### src/rtl/lcd_text_buffer.sv
// lcd_text_buffer: 2x16 character frame buffer with terminal-style byte decode and an async read port.
// Optional build macro LCD_TB_SCROLL_EN: a newline on row 1 scrolls instead of wrapping to row 0.
module lcd_text_buffer #(
  parameter logic [7:0] FILL_CHAR = 8'h20
) (
  input  logic       clk,
  input  logic       resetn,
  input  logic [7:0] char_in,
  input  logic       char_valid,
  output logic       char_ready,
  input  logic [7:0] addr,
  input  logic       rd,
  output logic [7:0] data,
  output logic       cur_row,
  output logic [3:0] cur_col
);

  localparam int unsigned NCELLS = 32;
  localparam int unsigned IDX_W  = 5;
  localparam int unsigned COL_W  = 4;

`ifdef LCD_TB_SCROLL_EN
  typedef enum logic [1:0] {ST_IDLE, ST_CLEAR, ST_CLRLINE, ST_SCROLL} state_e;
`else
  typedef enum logic [1:0] {ST_IDLE, ST_CLEAR, ST_CLRLINE} state_e;
`endif

  state_e             state_q, state_d;
  logic [IDX_W-1:0]   idx_q, idx_d;
  logic               row_q, row_d;
  logic [COL_W-1:0]   col_q, col_d;
  logic               tgt_q, tgt_d;
  logic [7:0]         cell_q [NCELLS];
  logic [7:0]         cell_d [NCELLS];
  logic               nl;
  logic [COL_W-1:0]   col_m1;
  logic               rd_unused;

  // rd is a driver-side strobe only; reads are never gated by it
  assign rd_unused = rd;

  always_ff @(posedge clk or negedge resetn) begin
    if (!resetn) begin
      state_q <= ST_IDLE;
      idx_q   <= '0;
      row_q   <= 1'b0;
      col_q   <= '0;
      tgt_q   <= 1'b0;
      cell_q  <= '{default: FILL_CHAR};
    end else begin
      state_q <= state_d;
      idx_q   <= idx_d;
      row_q   <= row_d;
      col_q   <= col_d;
      tgt_q   <= tgt_d;
      cell_q  <= cell_d;
    end
  end

  always_comb begin
    state_d = state_q;
    idx_d   = idx_q;
    row_d   = row_q;
    col_d   = col_q;
    tgt_d   = tgt_q;
    cell_d  = cell_q;
    nl      = 1'b0;
    col_m1  = col_q - COL_W'(1);
    case (state_q)
      ST_IDLE: begin
        idx_d = '0;
        if (char_valid) begin
          if (char_in >= 8'h20 && char_in <= 8'h7E) begin
            cell_d[{row_q, col_q}] = char_in;
            if (col_q == COL_W'(15)) nl = 1'b1;
            else                     col_d = col_q + COL_W'(1);
          end else begin
            case (char_in)
              8'h0A: nl = 1'b1;
              8'h0D: col_d = '0;
              8'h08: begin
                if (col_q != '0) begin
                  col_d = col_m1;
                  cell_d[{row_q, col_m1}] = FILL_CHAR;
                end
              end
              8'h0C:   state_d = ST_CLEAR;
              default: ;
            endcase
          end
          // Cursor moves on the accept edge; the line wipe follows in its own state
          if (nl) begin
            col_d = '0;
            if (!row_q) begin
              row_d   = 1'b1;
              tgt_d   = 1'b1;
              state_d = ST_CLRLINE;
            end else begin
`ifdef LCD_TB_SCROLL_EN
              state_d = ST_SCROLL;
`else
              row_d   = 1'b0;
              tgt_d   = 1'b0;
              state_d = ST_CLRLINE;
`endif
            end
          end
        end
      end
      ST_CLEAR: begin
        cell_d[idx_q] = FILL_CHAR;
        if (idx_q == IDX_W'(NCELLS - 1)) begin
          state_d = ST_IDLE;
          idx_d   = '0;
          row_d   = 1'b0;
          col_d   = '0;
        end else begin
          idx_d = idx_q + IDX_W'(1);
        end
      end
      ST_CLRLINE: begin
        cell_d[{tgt_q, idx_q[COL_W-1:0]}] = FILL_CHAR;
        if (idx_q[COL_W-1:0] == COL_W'(15)) begin
          state_d = ST_IDLE;
          idx_d   = '0;
        end else begin
          idx_d = idx_q + IDX_W'(1);
        end
      end
`ifdef LCD_TB_SCROLL_EN
      ST_SCROLL: begin
        cell_d[{1'b0, idx_q[COL_W-1:0]}] = cell_q[{1'b1, idx_q[COL_W-1:0]}];
        cell_d[{1'b1, idx_q[COL_W-1:0]}] = FILL_CHAR;
        if (idx_q[COL_W-1:0] == COL_W'(15)) begin
          state_d = ST_IDLE;
          idx_d   = '0;
        end else begin
          idx_d = idx_q + IDX_W'(1);
        end
      end
`endif
      default: begin
        state_d = ST_IDLE;
        idx_d   = '0;
      end
    endcase
  end

  // Driver read port: only 0x00-0x0F and 0x40-0x4F map to cells
  always_comb begin
    data = FILL_CHAR;
    if (!addr[7] && addr[5:4] == 2'b00) data = cell_q[{addr[6], addr[3:0]}];
  end

  assign char_ready = (state_q == ST_IDLE);
  assign cur_row    = row_q;
  assign cur_col    = col_q;

endmodule

### config.mk
export PLATFORM = sky130hd
export DESIGN_NAME = lcd_text_buffer
export DESIGN_NICKNAME = d
export VERILOG_FILES = /design/src/rtl/lcd_text_buffer.sv
export SDC_FILE = /design/constraint.sdc
export NUM_CORES = 1
export LEC_CHECK = 0
export CORE_ASPECT_RATIO = 0.5
export CORE_MARGIN = 2
export CORE_UTILIZATION = 40
export CTS_BUF_LIST = sky130_fd_sc_hd__clkbuf_4 sky130_fd_sc_hd__clkbuf_8
export DETAILED_ROUTE_END_ITERATION = 6
export PLACE_DENSITY = 0.67
export REMOVE_ABC_BUFFERS = 1
export SKIP_CTS_REPAIR_TIMING = 1
export SLEW_MARGIN = 40
export SYNTH_ARGS = -nofsm -noshare
export SYNTH_HDL_FRONTEND = slang
export SYNTH_SLANG_ARGS = --single-unit
### constraint.sdc
create_clock -name clk -period 2.52 [get_ports clk]
set_input_delay 0.252 -clock clk [delete_from_list [all_inputs] [get_ports clk]]
set_output_delay 0.252 -clock clk [all_outputs]
set_load 0.05 [all_outputs]
==> results of run 1 <==
## worst max-delay path by stage
stage | slack [ns] | endpoint | cells after the start
after floorplan | -2.04 | flop | 7
after global placement | -0.20 | flop | 9
after detailed placement | -0.21 | flop | 8
after CTS | -0.23 | data[4] | 4
after global routing | -0.21 | data[0] | 4
final | -0.19 | data[3] | 4
## metrics by stage
step / cell area (um2) / setup slack (ns) / hold slack, ns / total power, mW / setup TNS, ns
after floorplan: 14400 / -2.04 / -0.0436 / 9.60 / -289.89
after global placement: 17500 / -0.201 / 0.280 / 12.5 / -11.69
after detailed placement: 17500 / -0.206 / 0.280 / 12.7 / -13.86
after CTS: 18400 / -0.235 / -0.340 / 16.9 / -1.76
after global routing: 18600 / -0.214 / 0.300 / 17.8 / -1.51
final: 18600 / -0.190 / 0.251 / 17.1 / -1.24
## power breakdown
group / total (mW) / internal, mW / switching (mW)
Sequential: 6.34 / 5.51 / 0.825
Clock: 4.19 / 2.35 / 1.84
Combinational: 6.59 / 3.02 / 3.57
## synthesized netlist by cell type (4+ instances only)
| master | count |
|---|---|
| a211o_1 | 5 |
| a21o_1 | 10 |
| a21oi_1 | 96 |
| a221o_1 | 17 |
| a221oi_1 | 6 |
| a22o_1 | 173 |
| a31o_2 | 6 |
| a31oi_1 | 22 |
| a32o_1 | 7 |
| and2_1 | 37 |
| and3_1 | 27 |
| buf_1 | 10 |
| buf_2 | 47 |
| clkbuf_1 | 46 |
| dfrtp_1 | 237 |
| dfstp_2 | 32 |
| ha_1 | 16 |
| inv_1 | 13 |
| mux2i_1 | 8 |
| mux4_2 | 79 |
| nand2_1 | 82 |
| nand2b_1 | 13 |
| nand3_1 | 24 |
| nand3b_1 | 4 |
| nor2_1 | 93 |
| nor2b_1 | 16 |
| nor3_1 | 28 |
| o21ai_0 | 64 |
| o221ai_1 | 5 |
| o22a_1 | 4 |
| o22ai_1 | 12 |
| o2bb2ai_1 | 35 |
| o31a_1 | 4 |
| or2_2 | 4 |
## cells in the final DEF, fill, tap and decap left out, drive strengths merged, types with 17 or more instances in the layout
cell / n
buf: 254
dfrtp: 237
a22o: 173
a21oi: 97
nor2: 94
nand2: 82
mux4: 79
o21ai: 65
clkbuf: 64
and2: 37
o2bb2ai: 35
dfstp: 32
nor3: 28
and3: 27
nand3: 25
a31oi: 22
clkdlybuf4s50: 21
a221o: 17
## critical path, stage by stage (launching register included)
cell,delay (ns)
dfrtp_1,0.40
mux4_2,0.52
mux4_2,0.54
a22o_1,0.24
buf_6,0.15
## logic make-up after synthesis
logic type      after synthesis
buf+inv                     121
fa+ha+maj                    16
flops                       269
simple gates                349
mux                          89
xor+xnor                      3
compound gates              500
## cell type report
| type | count | area, um2 | area share [%] |
|---|---|---|---|
| Timing Repair Buffer | 276 | 2530 | 13.6 |
| Inverter | 15 | 58.8 | 0.317 |
| Clock inverter | 12 | 155 | 0.835 |
| Sequential cell | 269 | 6770 | 36.5 |
| Clock buffer | 64 | 800 | 4.30 |
| Tap cell | 484 | 606 | 3.26 |
| Multi-Input combinational cell | 957 | 7650 | 41.2 |
## metal layers
layer	global-route usage, %	part of all wire (%)	vias to the layer above
met5	0	0	-
li1	-	-	5677
met4	8.30	3.0	0
met2	40.5	42	899
met3	9.06	13	110
met1	41.3	42	6800
==> impl_metrics.env, run 1 <==
export IMPL_synth_top_area_cell="dfrtp_1"
export IMPL_period_needed_ns=2.71
export IMPL_fin_cells=2077
export IMPL_grt_pass1_wl_mm=83.7
export IMPL_cp_required_ns=2.27
export IMPL_setup_viol=8
export IMPL_diodes=0
export IMPL_clk_latency_ns=0.59
export IMPL_arrival_ns=2.46
export IMPL_gp_congestion=0.989
export IMPL_numCtsBuffers=43
export IMPL_synth_edf_count=0
export IMPL_clk_pin_slew_ns=0.07
export IMPL_via_per_inst=6.49
export IMPL_timing_final_crit_share_pct=108
export IMPL_max_freq_ghz=0.369
export IMPL_clock_root_buffer="clkbuf_8"
export IMPL_reg2reg_from="state_q[0]"
export IMPL_synthXorXnorAreaFrac_pct=0.177
export IMPL_rows=49
export IMPL_clock_skew_final_ns=0.0292
export IMPL_initial_utilization_pct=41.0
export IMPL_die_x_um=277
export IMPL_ys_ff_latch=269
export IMPL_worstPathMaxFanout=2
export IMPL_vdd_drop_max_v=0.000431
export IMPL_min_path_type="in2async"
export IMPL_synth_fa_ha_area_share_pct=1.35
export IMPL_rr_worst_depth=8
export IMPL_relSlewSlack_pct=49.6
export IMPL_status="finished with violations"
export IMPL_vias=13486
export IMPL_wl_per_cell_um=26.7
export IMPL_synth_top_family_by_area="compound AO/OA/AOI/OAI gates"
export IMPL_hold_violations=0
export IMPL_violations="negative setup slack"
export IMPL_start_kind="flop"
export IMPL_grt_max_degree=76
export IMPL_drt_pass1_iter_count=7
export IMPL_cts_tree="built"
export IMPL_grt_overflow_total=0
export IMPL_nets=1598
export IMPL_port_buffers=32
export IMPL_power_density_mw_per_mm2=922
export IMPL_syn_area_mm2=0.0149
export IMPL_clockBufferDepth=3
export IMPL_yosysTopAreaCellShare_pct=39.9
export IMPL_rrSetupSlack_ns=0.07
export IMPL_wl_mm=55.4
export IMPL_yosys_area_share_simple_pct=11.6
export IMPL_setup_slack_ns=-0.190
export IMPL_p_leak_nw=8.26
export IMPL_detail_route_antenna_nets=0
export IMPL_crit_type="reg2out"
export IMPL_ys_flop_type="dfrtp_1"
export IMPL_grt_pass1_vias=13209
export IMPL_core_area_mm2=0.0363
export IMPL_synth_compound_area_share_pct=25.2
export IMPL_grtUsageTotal_pct=28.4
export IMPL_yosysUniqueCellTypes=74
export IMPL_final_util_pct=51.2
export IMPL_ys_async_sr_fraction_pct=100
export IMPL_max_cap_violations=0
export IMPL_htreeDepth=2
export IMPL_drc=0
export IMPL_dpl_hpwl_mm=40.6
export IMPL_worst_pin_slew_ns=0.750
export IMPL_ys_seq_area_share_pct=45.5
export IMPL_rsz0062_at_grt="true"
export IMPL_drive_above_1_share_pct=30.5
export IMPL_die_area_mm2=0.0389
export IMPL_slew_violations=0
export IMPL_cp_end_kind="output pin"
export IMPL_placed_cells=1995
export IMPL_netlist_instances=1347
export IMPL_cts_sinks=269
export IMPL_die_h_um=140
export IMPL_synthMuxAreaShare_pct=12.6
export IMPL_synth_area_leaders="dfrtp_1 (40%), mux4_2 (12%), a22o_1 (10%)"
export IMPL_area_delta_synth_final_pct=24.8
export IMPL_ys_warn_count=0
export IMPL_ioPinCount=34
export IMPL_nFillCells=3185
export IMPL_drtIter0Drc=1846
export IMPL_antenna_found_initial=1
export IMPL_syn_avg_cell_area_um2=11.0
Power figures use the tool's default switching activity.
==> run 2, diff against run 1 <==
--- a/config.mk
+++ b/config.mk
@@ -10,8 +10,10 @@
 export CORE_UTILIZATION = 40
 export CTS_BUF_LIST = sky130_fd_sc_hd__clkbuf_4 sky130_fd_sc_hd__clkbuf_8
 export DETAILED_ROUTE_END_ITERATION = 6
+export GPL_TIMING_DRIVEN = 0
 export PLACE_DENSITY = 0.67
 export REMOVE_ABC_BUFFERS = 1
+export SETUP_SLACK_MARGIN = 0.2
 export SKIP_CTS_REPAIR_TIMING = 1
 export SLEW_MARGIN = 40
 export SYNTH_ARGS = -nofsm -noshare
==> impl_metrics.env, run 2 (synthesis results as in run 1) <==
export IMPL_detail_route_antenna_nets=0
export IMPL_crit_type="reg2out"
export IMPL_start_kind="flop"
export IMPL_rrSetupSlack_ns=0.06
export IMPL_ioPinCount=34
export IMPL_clk_latency_ns=0.62
export IMPL_slew_violations=0
export IMPL_timing_final_crit_share_pct=107
export IMPL_cp_end_kind="output pin"
export IMPL_gp_congestion=0.933
export IMPL_clock_root_buffer="clkbuf_8"
export IMPL_relSlewSlack_pct=41.8
export IMPL_rows=49
export IMPL_grtUsageTotal_pct=25.8
export IMPL_fin_area_mm2=0.0185
export IMPL_cts_sinks=269
export IMPL_drtIter0Drc=1910
export IMPL_drt_pass1_iter_count=6
export IMPL_dpl_hpwl_mm=34.6
export IMPL_setup_slack_ns=-0.188
export IMPL_wl_mm=54.2
export IMPL_layout_commonest_cell="dfrtp_1"
export IMPL_worstPathMaxFanout=4
export IMPL_clk_pin_slew_ns=0.07
export IMPL_max_stage_delay_ns=0.56
export IMPL_grt_pass1_wl_mm=77.0
export IMPL_final_util_pct=51.1
export IMPL_p_total_mw=17.3
export IMPL_port_buffers=32
export IMPL_nets=1450
export IMPL_rsz0062_at_grt="true"
export IMPL_numCtsBuffers=43
export IMPL_htreeDepth=2
export IMPL_reg2reg_from="cur_col[1]"
export IMPL_tns_ns=-1.27
export IMPL_die_area_mm2=0.0389
export IMPL_rr_worst_depth=11
export IMPL_period_needed_ns=2.71
export IMPL_arrival_ns=2.46
export IMPL_wl_per_cell_um=28.1
export IMPL_diodes=0
export IMPL_grt_max_degree=76
export IMPL_worst_pin_slew_ns=0.870
export IMPL_crit_path_frequent_cell="mux4_2"
export IMPL_via_per_inst=6.93
export IMPL_vdd_drop_max_v=0.000422
export IMPL_die_h_um=140
export IMPL_antenna_found_initial=0
export IMPL_cp_slowest_cell="mux4_2"
export IMPL_max_freq_ghz=0.369
export IMPL_core_area_mm2=0.0363
export IMPL_drc=0
export IMPL_drive_above_1_share_pct=34.1
export IMPL_nFillCells=3057
export IMPL_cts_tree="built"
export IMPL_place_ws_ns=-1.00
export IMPL_final_cell_mix="dfrtp_1 (227), a22o_1 (173), a21oi_1 (83), mux4_2 (79), nor2_1 (71)"
export IMPL_p_leak_nw=7.79
export IMPL_min_path_type="in2async"
export IMPL_cp_required_ns=2.27
export IMPL_power_density_mw_per_mm2=935
export IMPL_clock_skew_final_ns=0.0466
export IMPL_path_cells="mux4_2, mux4_2, nor2b_1, a21oi_1, buf_4"
export IMPL_dpl_cell_area_mm2=0.0158
export IMPL_die_x_um=277
export IMPL_violations="negative setup slack"
export IMPL_area_delta_synth_final_pct=24.6
export IMPL_max_cap_violations=0
export IMPL_grt_pass1_vias=12221
export IMPL_hold_violations=0
export IMPL_initial_utilization_pct=41.0
export IMPL_setup_viol=8
export IMPL_vias=13370
export IMPL_crit_path_end="data[5]"
export IMPL_status="finished with violations"
export IMPL_clockBufferDepth=3
export IMPL_grt_overflow_total=0
run 2: worst min path at each step:
stage	from	slack, ns	depth (start not counted)	end
CTS	resetn	-0.54	1	idx_q[0]
floorplan	resetn	-0.04	0	async pin
detailed placement	resetn	0.10	1	idx_q[0]
global placement	flop	0.46	1	flop
global route	resetn	0.10	2	idx_q[0]
finish	resetn	0.07	2	idx_q[2]
run 2: power by group:
group / internal (mW) / switching (mW)
sequential: 5.53 / 0.925
combinational: 3.07 / 3.79
clock: 2.12 / 1.91
total: 10.7 / 6.62
run 2: stage by stage:
step | cells | hold slack, ns
after floorplan | 1241 | -0.0436
after global placement | 1757 | 0.464
after detailed placement | 1778 | 0.105
after CTS | 1855 | -0.540
after global routing | 1930 | 0.103
final | 1930 | 0.0743
run 2: final cells by class:
cell class | instances | area (um2) | area share (%)
Tap cell | 484 | 606 | 3.27
Sequential cell | 269 | 6790 | 36.6
Clock buffer | 69 | 837 | 4.51
Clock inverter | 8 | 60.1 | 0.324
Timing Repair Buffer | 128 | 1550 | 8.35
Multi-Input combinational cell | 957 | 8610 | 46.4
Inverter | 15 | 88.8 | 0.479
run 2: critical path: cells and delay by family (launching register included):
kind	cells	cell delay, ns
AND/OR/NAND/NOR	1	0.14
multiplexers	2	1.05
flip-flops	1	0.40
buffers and inverters	1	0.20
AO/OA/AOI/OAI	1	0.05
run 2: per-layer routing:
layer  GRT usage [%]  wire, um
met2            37.7     23100
met1            36.6     21100
met3            8.06      7480
met5               0        50
met4            8.18      2430
